===== src/rtl/softmax_max_buffer.sv =====
// softmax_max_buffer
// Captures one softmax vector of NUMBER_OF_DATA float words while tracking the
// running maximum, then replays the words in arrival order together with the
// final maximum to the downstream subtract/exp stage under ready/valid control.
//
// Ports
//   clock_i      : clock, rising edge
//   reset_i      : synchronous active-high reset
//   start_i      : data_i holds a valid input word this cycle
//   data_i       : input float word
//   ready_i      : downstream accepts data_o this cycle
//   data_valid_o : data_o / max_o valid for downstream
//   data_o       : buffered word, replayed in arrival order
//   max_o        : maximum of the current vector
//   busy_o       : FSM is not IDLE
//   done_o       : one-cycle pulse after the last word is accepted
//   error_o      : sticky NaN/Inf seen in the current vector
//
// Optional feature: define SOFTMAX_MAX_BUFFER_NAN_DETECT_EN to enable error_o
// (exponent 8'hFF detection); otherwise error_o is held at 0.
module softmax_max_buffer #(
    parameter int unsigned DATA_SIZE      = 32,
    parameter int unsigned NUMBER_OF_DATA = 10
) (
    input  logic                 clock_i,
    input  logic                 reset_i,
    input  logic                 start_i,
    input  logic [DATA_SIZE-1:0] data_i,
    input  logic                 ready_i,
    output logic                 data_valid_o,
    output logic [DATA_SIZE-1:0] data_o,
    output logic [DATA_SIZE-1:0] max_o,
    output logic                 busy_o,
    output logic                 done_o,
    output logic                 error_o
);

    localparam int unsigned CW = $clog2(NUMBER_OF_DATA + 1);
    localparam int unsigned AW = (NUMBER_OF_DATA > 1) ? $clog2(NUMBER_OF_DATA) : 1;
    localparam logic [CW-1:0] LAST_IDX = CW'(NUMBER_OF_DATA - 1);

    typedef enum logic [1:0] {
        S_IDLE   = 2'd0,
        S_LOAD   = 2'd1,
        S_REPLAY = 2'd2,
        S_DONE   = 2'd3
    } state_t;

    state_t                r_state, w_state_next;
    logic [DATA_SIZE-1:0]  r_buf [NUMBER_OF_DATA];
    logic [CW-1:0]         r_count, w_count_next;
    logic [CW-1:0]         r_rd_ptr, w_rd_ptr_next, w_rd_inc;
    logic [DATA_SIZE-1:0]  r_max_run, w_max_run_next, w_max_upd;
    logic [DATA_SIZE-1:0]  r_max, w_max_next;
    logic [DATA_SIZE-1:0]  r_data, w_data_next;
    logic                  r_valid, w_valid_next;
    logic                  r_busy, w_busy_next;
    logic                  r_done, w_done_next;
    logic                  r_error, w_error_next;
    logic                  w_wr_en;
    logic [AW-1:0]         w_wr_addr;

    // Sign-magnitude "a strictly greater than b"; +0 and -0 compare equal so
    // a tie never replaces the earlier word.
    function automatic logic f_greater(input logic [DATA_SIZE-1:0] a,
                                       input logic [DATA_SIZE-1:0] b);
        logic [DATA_SIZE-2:0] ma;
        logic [DATA_SIZE-2:0] mb;
        ma = a[DATA_SIZE-2:0];
        mb = b[DATA_SIZE-2:0];
        if ((ma == '0) && (mb == '0)) return 1'b0;
        if (a[DATA_SIZE-1] != b[DATA_SIZE-1]) return ~a[DATA_SIZE-1];
        if (!a[DATA_SIZE-1]) return (ma > mb);
        return (ma < mb);
    endfunction

`ifdef SOFTMAX_MAX_BUFFER_NAN_DETECT_EN
    function automatic logic f_exp_ff(input logic [DATA_SIZE-1:0] a);
        return (a[DATA_SIZE-2 -: 8] == 8'hFF);
    endfunction
`endif

    // State and output registers.
    always_ff @(posedge clock_i) begin
        if (reset_i) begin
            r_state   <= S_IDLE;
            r_count   <= '0;
            r_rd_ptr  <= '0;
            r_max_run <= '0;
            r_max     <= '0;
            r_data    <= '0;
            r_valid   <= 1'b0;
            r_busy    <= 1'b0;
            r_done    <= 1'b0;
            r_error   <= 1'b0;
        end else begin
            r_state   <= w_state_next;
            r_count   <= w_count_next;
            r_rd_ptr  <= w_rd_ptr_next;
            r_max_run <= w_max_run_next;
            r_max     <= w_max_next;
            r_data    <= w_data_next;
            r_valid   <= w_valid_next;
            r_busy    <= w_busy_next;
            r_done    <= w_done_next;
            r_error   <= w_error_next;
        end
    end

    // Word storage; contents are don't-care after reset.
    always_ff @(posedge clock_i) begin
        if (w_wr_en) r_buf[w_wr_addr] <= data_i;
    end

    // Next-state logic.
    always_comb begin
        w_state_next = r_state;
        unique case (r_state)
            S_IDLE:   if (start_i) w_state_next = S_LOAD;
            S_LOAD:   if (start_i && (r_count == LAST_IDX)) w_state_next = S_REPLAY;
            S_REPLAY: if (r_valid && ready_i && (r_rd_ptr == LAST_IDX)) w_state_next = S_DONE;
            S_DONE:   w_state_next = S_IDLE;
            default:  w_state_next = S_IDLE;
        endcase
    end

    // Datapath and next output values.
    always_comb begin
        w_wr_en        = 1'b0;
        w_wr_addr      = '0;
        w_count_next   = r_count;
        w_rd_ptr_next  = r_rd_ptr;
        w_max_run_next = r_max_run;
        w_max_next     = r_max;
        w_data_next    = r_data;
        w_valid_next   = r_valid;
        w_done_next    = 1'b0;
        w_error_next   = r_error;
        w_rd_inc       = r_rd_ptr + CW'(1);
        w_max_upd      = f_greater(data_i, r_max_run) ? data_i : r_max_run;

        unique case (r_state)
            S_IDLE: begin
                w_valid_next = 1'b0;
                if (start_i) begin
                    w_wr_en        = 1'b1;
                    w_max_run_next = data_i;
                    w_count_next   = CW'(1);
                end
            end
            S_LOAD: begin
                if (start_i) begin
                    w_wr_en        = 1'b1;
                    w_wr_addr      = AW'(r_count);
                    w_max_run_next = w_max_upd;
                    w_count_next   = r_count + CW'(1);
                    // Last word: publish the final max and the first replay word together.
                    if (r_count == LAST_IDX) begin
                        w_max_next    = w_max_upd;
                        w_valid_next  = 1'b1;
                        w_data_next   = r_buf[0];
                        w_rd_ptr_next = '0;
                    end
                end
            end
            S_REPLAY: begin
                if (r_valid && ready_i) begin
                    if (r_rd_ptr == LAST_IDX) begin
                        w_valid_next = 1'b0;
                        w_done_next  = 1'b1;
                    end else begin
                        w_rd_ptr_next = w_rd_inc;
                        w_data_next   = r_buf[AW'(w_rd_inc)];
                    end
                end
            end
            S_DONE: begin
                w_valid_next  = 1'b0;
                w_count_next  = '0;
                w_rd_ptr_next = '0;
            end
            default: ;
        endcase

`ifdef SOFTMAX_MAX_BUFFER_NAN_DETECT_EN
        // Sticky within a vector; the first word of a new vector restarts it.
        if ((r_state == S_IDLE) && start_i)
            w_error_next = f_exp_ff(data_i);
        else if (w_wr_en)
            w_error_next = r_error | f_exp_ff(data_i);
`else
        w_error_next = 1'b0;
`endif

        w_busy_next = (w_state_next != S_IDLE);
    end

    assign data_valid_o = r_valid;
    assign data_o       = r_data;
    assign max_o        = r_max;
    assign busy_o       = r_busy;
    assign done_o       = r_done;
    assign error_o      = r_error;

endmodule


===== config.mk =====
export PLATFORM = sky130hd
export DESIGN_NAME = softmax_max_buffer
export DESIGN_NICKNAME = d
export VERILOG_FILES = /design/src/rtl/softmax_max_buffer.sv
export SDC_FILE = /design/constraint.sdc
export NUM_CORES = 1
export LEC_CHECK = 0
export CAP_MARGIN = 25
export CELL_PAD_IN_SITES_DETAIL_PLACEMENT = 1
export CELL_PAD_IN_SITES_GLOBAL_PLACEMENT = 2
export CORE_MARGIN = 2
export CORE_UTILIZATION = 40
export DETAILED_ROUTE_END_ITERATION = 8
export PLACE_DENSITY = 0.87
export SLEW_MARGIN = 40
export SYNTH_ARGS = -nofsm -noshare
export SYNTH_HDL_FRONTEND = slang
export SYNTH_SLANG_ARGS = --single-unit

===== constraint.sdc =====
create_clock -name clock_i -period 5.43 [get_ports clock_i]
set_input_delay 0.543 -clock clock_i [delete_from_list [all_inputs] [get_ports clock_i]]
set_output_delay 0.543 -clock clock_i [all_outputs]
set_load 0.02 [all_outputs]

* After elaboration in Yosys (flattened, before gate mapping)
Memory sizes are Yosys's and may differ from the RTL's.
Index checks and enable logic that the tools add are counted.
** Cells by class
- $lt $le $gt $ge :: 2
- Multiplexer cells :: 45
- Eq/ne operators :: 12
- Bitwise gates (word level) :: 3
- Reduce and logical (&&, ||, !) cells :: 21
- Add/subtract/negate cells :: 2
** Operator list (count)
- 2-to-1 mux 32 bit :: 7
- case mux 32 bit (2 select lines) :: 2
- zero test 31 bit :: 2
- 2-to-1 mux 4 bit :: 8
- > comparator 31 bit :: 1
- < comparator 31 bit :: 1
- case mux 4 bit (3 select lines) :: 2
- 2-to-1 mux 1 bit :: 21
- != test 2 bit (second input constant) :: 6
- AND reduction 5 bit :: 2
- AND reduction 3 bit :: 3
- adder 4 x 1 -> 4 bit (second input constant) :: 2
- equality test 4 bit (second input constant) :: 2
- case mux 2 bit (4 select lines) :: 1
- 2-to-1 mux 2 bit :: 3
- nonzero test 2 bit :: 3
- nonzero test 3 bit :: 2
- equality test 2 bit (second input constant) :: 2
- logical AND 1 bit :: 4
- AND reduction 4 bit :: 1
- OR reduction 2 bit :: 2
- NOT 1 bit :: 3
- case mux 1 bit (3 select lines) :: 1
- OR reduction 3 bit :: 1
- 3 further kinds :: 3
** Word-level totals
- Word-level logic and storage cells :: 95
- Output and inout bits :: 68
- Memory bits (writable) :: 320
- Bits of input ports :: 36
- Memories kept :: 1
- Flip-flop bits (word level) :: 109
** Memory list
- r_buf :: words 10, width 32, read ports 2, clocked after Yosys merged registers in 0, write ports 1, line 50 : logic [DATA_SIZE-1:0] r_buf [NUMBER_OF_DATA];

* Logic depth before layout (Yosys ltp)
- Depth in word-level cells :: 12
- Mapped depth :: 12
- Mapped depth without buffers :: 9

* Worst setup path before layout
Ideal clock, no wire load.
- Path kind :: input to register
- Start :: input port start_i
- End :: memory r_buf[1][0], enable pin
- Path buffers :: 1
- Path slack :: 1232 ps
- Library setup time :: 461 ps
- Data required time :: 4969 ps
- Arrival :: 3737 ps
- Stages :: 5
- Path through :: clkbuf_1 -> nor2b_1 -> nand2_1 -> or3_1 -> nor3_1
** Between the ends
- Word-level cells in the longest chain between the ends :: 4
- Elaborated cells on any way between the ends :: 6
- Those cells by class :: 6 x mux
** Ends and longest elaborated chain
- start, declared :: line 27 : input logic start_i,
- 2-to-1 mux 1 bit :: line 145, 152
- 2-to-1 mux 1 bit
- 2-to-1 mux 1 bit :: line 112 : if (w_wr_en) r_buf[w_wr_addr] <= data_i;
- 2-to-1 mux 1 bit (not written as such) :: line 112
- end, declared :: line 50
Several ways; a longest one is shown, not always the timed one.

* Worst setup path after layout
- Start :: input port data_i[20]
- End :: register r_max_run[9]
** Between the ends
- Word-level cells in the longest chain between the ends :: 8
- Elaborated cells on any way between the ends :: 12
- Those cells by class :: 2 x order compare; 8 x mux; 2 x reduce/logical
** Ends and longest elaborated chain
- start, declared :: line 28 : input logic [DATA_SIZE-1:0] data_i,
- > comparator 31 bit :: line 73 : if (!a[DATA_SIZE-1]) return (ma > mb);
- 2-to-1 mux 1 bit :: line 73
- 2-to-1 mux 1 bit :: line 74 : return (ma < mb);
- 2-to-1 mux 1 bit :: line 73
- 2-to-1 mux 1 bit * :: line 72 : if (a[DATA_SIZE-1] != b[DATA_SIZE-1]) return ~a[DATA_SIZE-1];
- 2-to-1 mux 32 bit * :: line 140 : w_max_upd = f_greater(data_i, r_max_run) ? data_i : r_max_run;
- 2-to-1 mux 32 bit * :: line 152 : if (start_i) begin
- case mux 32 bit (2 select lines) * :: line 142 : unique case (r_state)
- end signal, assigned :: line 100 : r_max_run <= w_max_run_next;
- end, declared :: line 53 : logic [DATA_SIZE-1:0] r_max_run, w_max_run_next, w_max_upd;
Every way passes the cells marked *; elsewhere a longest branch is shown, timed or not. The select of a mux whose other input is x is not followed.
A chain may end at the register's enable or synchronous reset.

==> results.md <==
* Outcome: complete, no violations
* Largest family of logic cells by synthesized area: multiplexers
* Clk Latency, worst-skew pair at 0.58 ns
* Fin nets at 1469
* Setup crit start kind: primary input
* Data required, critical path at 5.89 ns
* Async SR Flop Fraction at 0
* R2r startpoint: r_max_run[13]
* Share of cells above drive strength 1 at 0.213
* Vias in the first global route at 12900
* Switching portion of total power at 0.238
* Compound-Gate Fraction of Synth Area at 0.107
* First-pass DRT Iterations at 5
* H-tree levels at 2
* Layout Utilization at 0.481
* Internal at 5.52 mW
* RSZ-0062 raised after global routing: false
* Arrival time of the worst setup path at 4.33 ns
* Area grow syn2layout at 18.3%
* DRC viols at 0
* Drt total wl at 53200 um
* Worst-Margin Slew at 0.789 ns
* Initial antenna violation count at 2
* Core footprint at 45600 um2
* Post-DRT Antenna Nets at 0
* Clock power share at 0.430
* PwrDens at 331 nW/um2
* Initial Util at 0.406
* Post-synth top flop: edfxtp_1
* Routed via count at 12300
* Postcts setup bufs at 0
* Global-route wire length before repair at 81100 um
* Mapped cell area at 18500 um2
* Ports at 104
* Largest net degree at the start of global routing at 72
* Drt via density at 6.04
* Pwr Total at 7.25 mW
* FMAX at 258 MHz
* Sequential area share after synthesis at 0.637
* Post-synth EDFFs at 320
* Gp weighted congestion at 0.772
* Reg2Reg Depth at 10
* CP max stage delay at 0.85 ns
* Min-delay src: r_max_run[31]
* Crit-path slowest cell: clkdlybuf4s50_1
* Leak at 6.98 nW
* Overall Global Routing Usage at 0.224
* Crit path capture type: register
* Reg power frac at 0.500
* Hold WC Path Type: register to register
* CTS Buf Count at 45
* DP HPWL at 32600 um
* DIE HEIGHT at 219 um
* Max-slew violation count at 0
* CP Max Fanout at 62
* Synth Area in Adders at 0.0236
* Reg2reg end: r_max_run[9]
* Hold EP: r_max_run[31]
* Xor/xnor share of the synthesized area at 0.000946
* Setup TNS Final at 0 ns
* Comb pwr share at 0.070
* Die area at 48000 um2
* Crit-path cells: clkdlybuf4s50_1, ha_1, a21oi_1, o21ai_0, a221oi_1, o22ai_1, a311oi_4, buf_4, a211oi_1, a2111oi_2
* Yosys warning total at 0
* Max VDD drop at 0.213 mV
* Worst path bufs/invs at 2
* Slew HR at 0.474
* Net Switching at 1.72 mW
* Final worst-path cycle share at 0.713
* Min Tclk post-route at 3.87 ns
* Remaining global-route overflow at 0
* CTS resizes at 0
* Worst Path Class, Setup: primary input to register
* Mux share of post-synthesis cell area at 0.118
* Die extent in x at 219 um
* # hold bufs at CTS at 0
* Syn_nets at 1373
* Synthesized area per cell at 14.2 um2
* Max clock buf depth at 3
* Final Skew at 0.0186 ns
* CTS tree: yes
* Cell variety after synth at 51
* Synth Instances at 1302
* Cell row count at 78
* Port-buffer cells at 102
* Final Setup Violations at 0
* Worst hold stages at 2
* CTS Sinks at 429
* Simple-gate share of the synthesized area at 0.0827
* Top Family by Delay on Critical Path: compound AO/OA/AOI/OAI gates
* MaxCap Viol Count at 0
* Clock Pin Slew Worst Setup and Hold Paths at 0.06 ns
* Wire length per cell at 26.1 um
* R2r setup slk at 1.90 ns
* Seq cells post-synth at 429
* Root buffer cell: clkbuf_16
* Fin. Hold Viols at 0
* Number of DRC markers in iteration 0 at 1078
## logic make-up (layout without fill, tap and decap cells)
kind of cell,after synthesis,in the layout
compound gates,233,233
xor+xnor,2,2
fa+ha+maj,35,35
buf+inv,140,273
flops,429,429
mux,131,131
other cells,1,2
simple gates,331,331
## power groups by stage
stage / sequential (mW) / clock, mW / combinational [mW]
after CTS: 3.62 / 3.16 / 0.504
after floorplan: 3.67 / 0 / 0.300
after global placement: 3.69 / 0 / 0.480
after detailed placement: 3.69 / 0 / 0.500
after global routing: 3.63 / 3.28 / 0.546
final: 3.62 / 3.12 / 0.504
## worst register-to-register path: cells and delay by family, from the launching register on
kind                     cells  cell delay, ns
AO/OA/AOI/OAI                5            1.33
adder cells (fa/ha/maj)      1            0.31
buffers and inverters        2            0.65
flip-flops                   1            0.48
AND/OR/NAND/NOR              2            0.64
## routing by layer
layer	GRT usage	wire length, um	share of wire
met5	0	0	0
met3	0.0431	3570	0.067
met4	0.0759	1520	0.029
met1	0.305	22700	0.43
met2	0.363	25400	0.48
## sequential cells by signal (all words and copies together), names as in the netlist, 2 cells and up
name / count
r_buf: 320
r_max_run: 32
data_o: 32
max_o: 32
r_state: 2
r_rd_ptr: 4
r_count: 4
## cell usage in the layout (no fill, tap or decap), drive strengths merged, types with 2 or more instances in the layout
master	synthesis	final
edfxtp	320	320
nor2	185	185
dfxtp	109	109
clkdlybuf4s50	0	101
a211oi	66	66
mux2	65	65
mux4	64	64
clkbuf	77	59
buf	25	50
nand3	43	43
inv	38	40
o21ai	37	37
o311a	35	35
ha	35	35
a222oi	32	32
or3	28	28
a2111oi	27	27
a21oi	21	21
nor4	19	19
nand2	18	18
clkinv	0	14
nand4	12	12
nor3	10	10
clkinvlp	0	6
nor2b	3	3
bufinv	0	3
nand2b	3	3
nand3b	2	2
o211ai	2	2
and3	2	2
o22ai	2	2
or2	2	2
mux2i	2	2
a311oi	2	2
and2	2	2
xor2	2	2
## worst max-delay path by stage
stage | from | end | slack (ns) | depth (start not counted)
3_5_place_dp | data_i[20] | r_max_run[16] | 1.05 | 10
5_1_grt | data_i[20] | r_max_run[9] | 1.37 | 10
2_1_floorplan | start_i | r_buf[1][0] | 1.23 | 5
3_3_place_gp | data_i[22] | r_max_run[23] | 1.11 | 10
6_report | data_i[20] | r_max_run[9] | 1.56 | 10
4_1_cts | data_i[20] | r_max_run[9] | 1.64 | 10
## cell usage after synthesis, types with 3 or more instances
| master | instances | area, um2 |
|---|---|---|
| mux2_2 | 65 | 732 |
| o311a_1 | 35 | 350 |
| a2111oi_2 | 25 | 375 |
| a222oi_1 | 32 | 320 |
| nand3_1 | 43 | 215 |
| a211oi_1 | 66 | 495 |
| edfxtp_1 | 320 | 9610 |
| inv_1 | 38 | 143 |
| mux4_2 | 64 | 1440 |
| or3_1 | 28 | 175 |
| buf_6 | 4 | 45.0 |
| a21oi_1 | 21 | 105 |
| buf_1 | 14 | 52.6 |
| dfxtp_1 | 109 | 2180 |
| nor3_1 | 10 | 50.1 |
| nand2b_1 | 3 | 18.8 |
| nor4_1 | 18 | 113 |
| o21ai_0 | 37 | 185 |
| nor2_1 | 185 | 694 |
| clkbuf_1 | 77 | 289 |
| buf_2 | 6 | 30.0 |
| ha_1 | 35 | 438 |
| nand4_1 | 10 | 62.6 |
| nand2_1 | 18 | 67.6 |
| nor2b_1 | 3 | 18.8 |
## area by class of cell
cell class	instances	area, um2
inverter	38	143
fill	4497	23700
sequential	429	11800
timing repair buffer	151	1420
clock inverter	25	233
tap	600	751
antenna	1	2.50
multi-input combinational	733	6300
clock buffer	59	1260
## per-stage QoR
| step | worst slack [ns] | cell area (um2) | hold WS (ns) | cells |
|---|---|---|---|---|
| 3_3_place_gp | 1.11 | 20300 | 0.470 | 1949 |
| 2_1_floorplan | 1.23 | 18500 | 0.445 | 1302 |
| 5_1_grt | 1.37 | 21900 | 0.508 | 2035 |
| 6_report | 1.56 | 21900 | 0.482 | 2036 |
| 3_5_place_dp | 1.05 | 20400 | 0.475 | 1951 |
| 4_1_cts | 1.64 | 21900 | 0.484 | 2035 |
(Power assumes the default switching activity.)
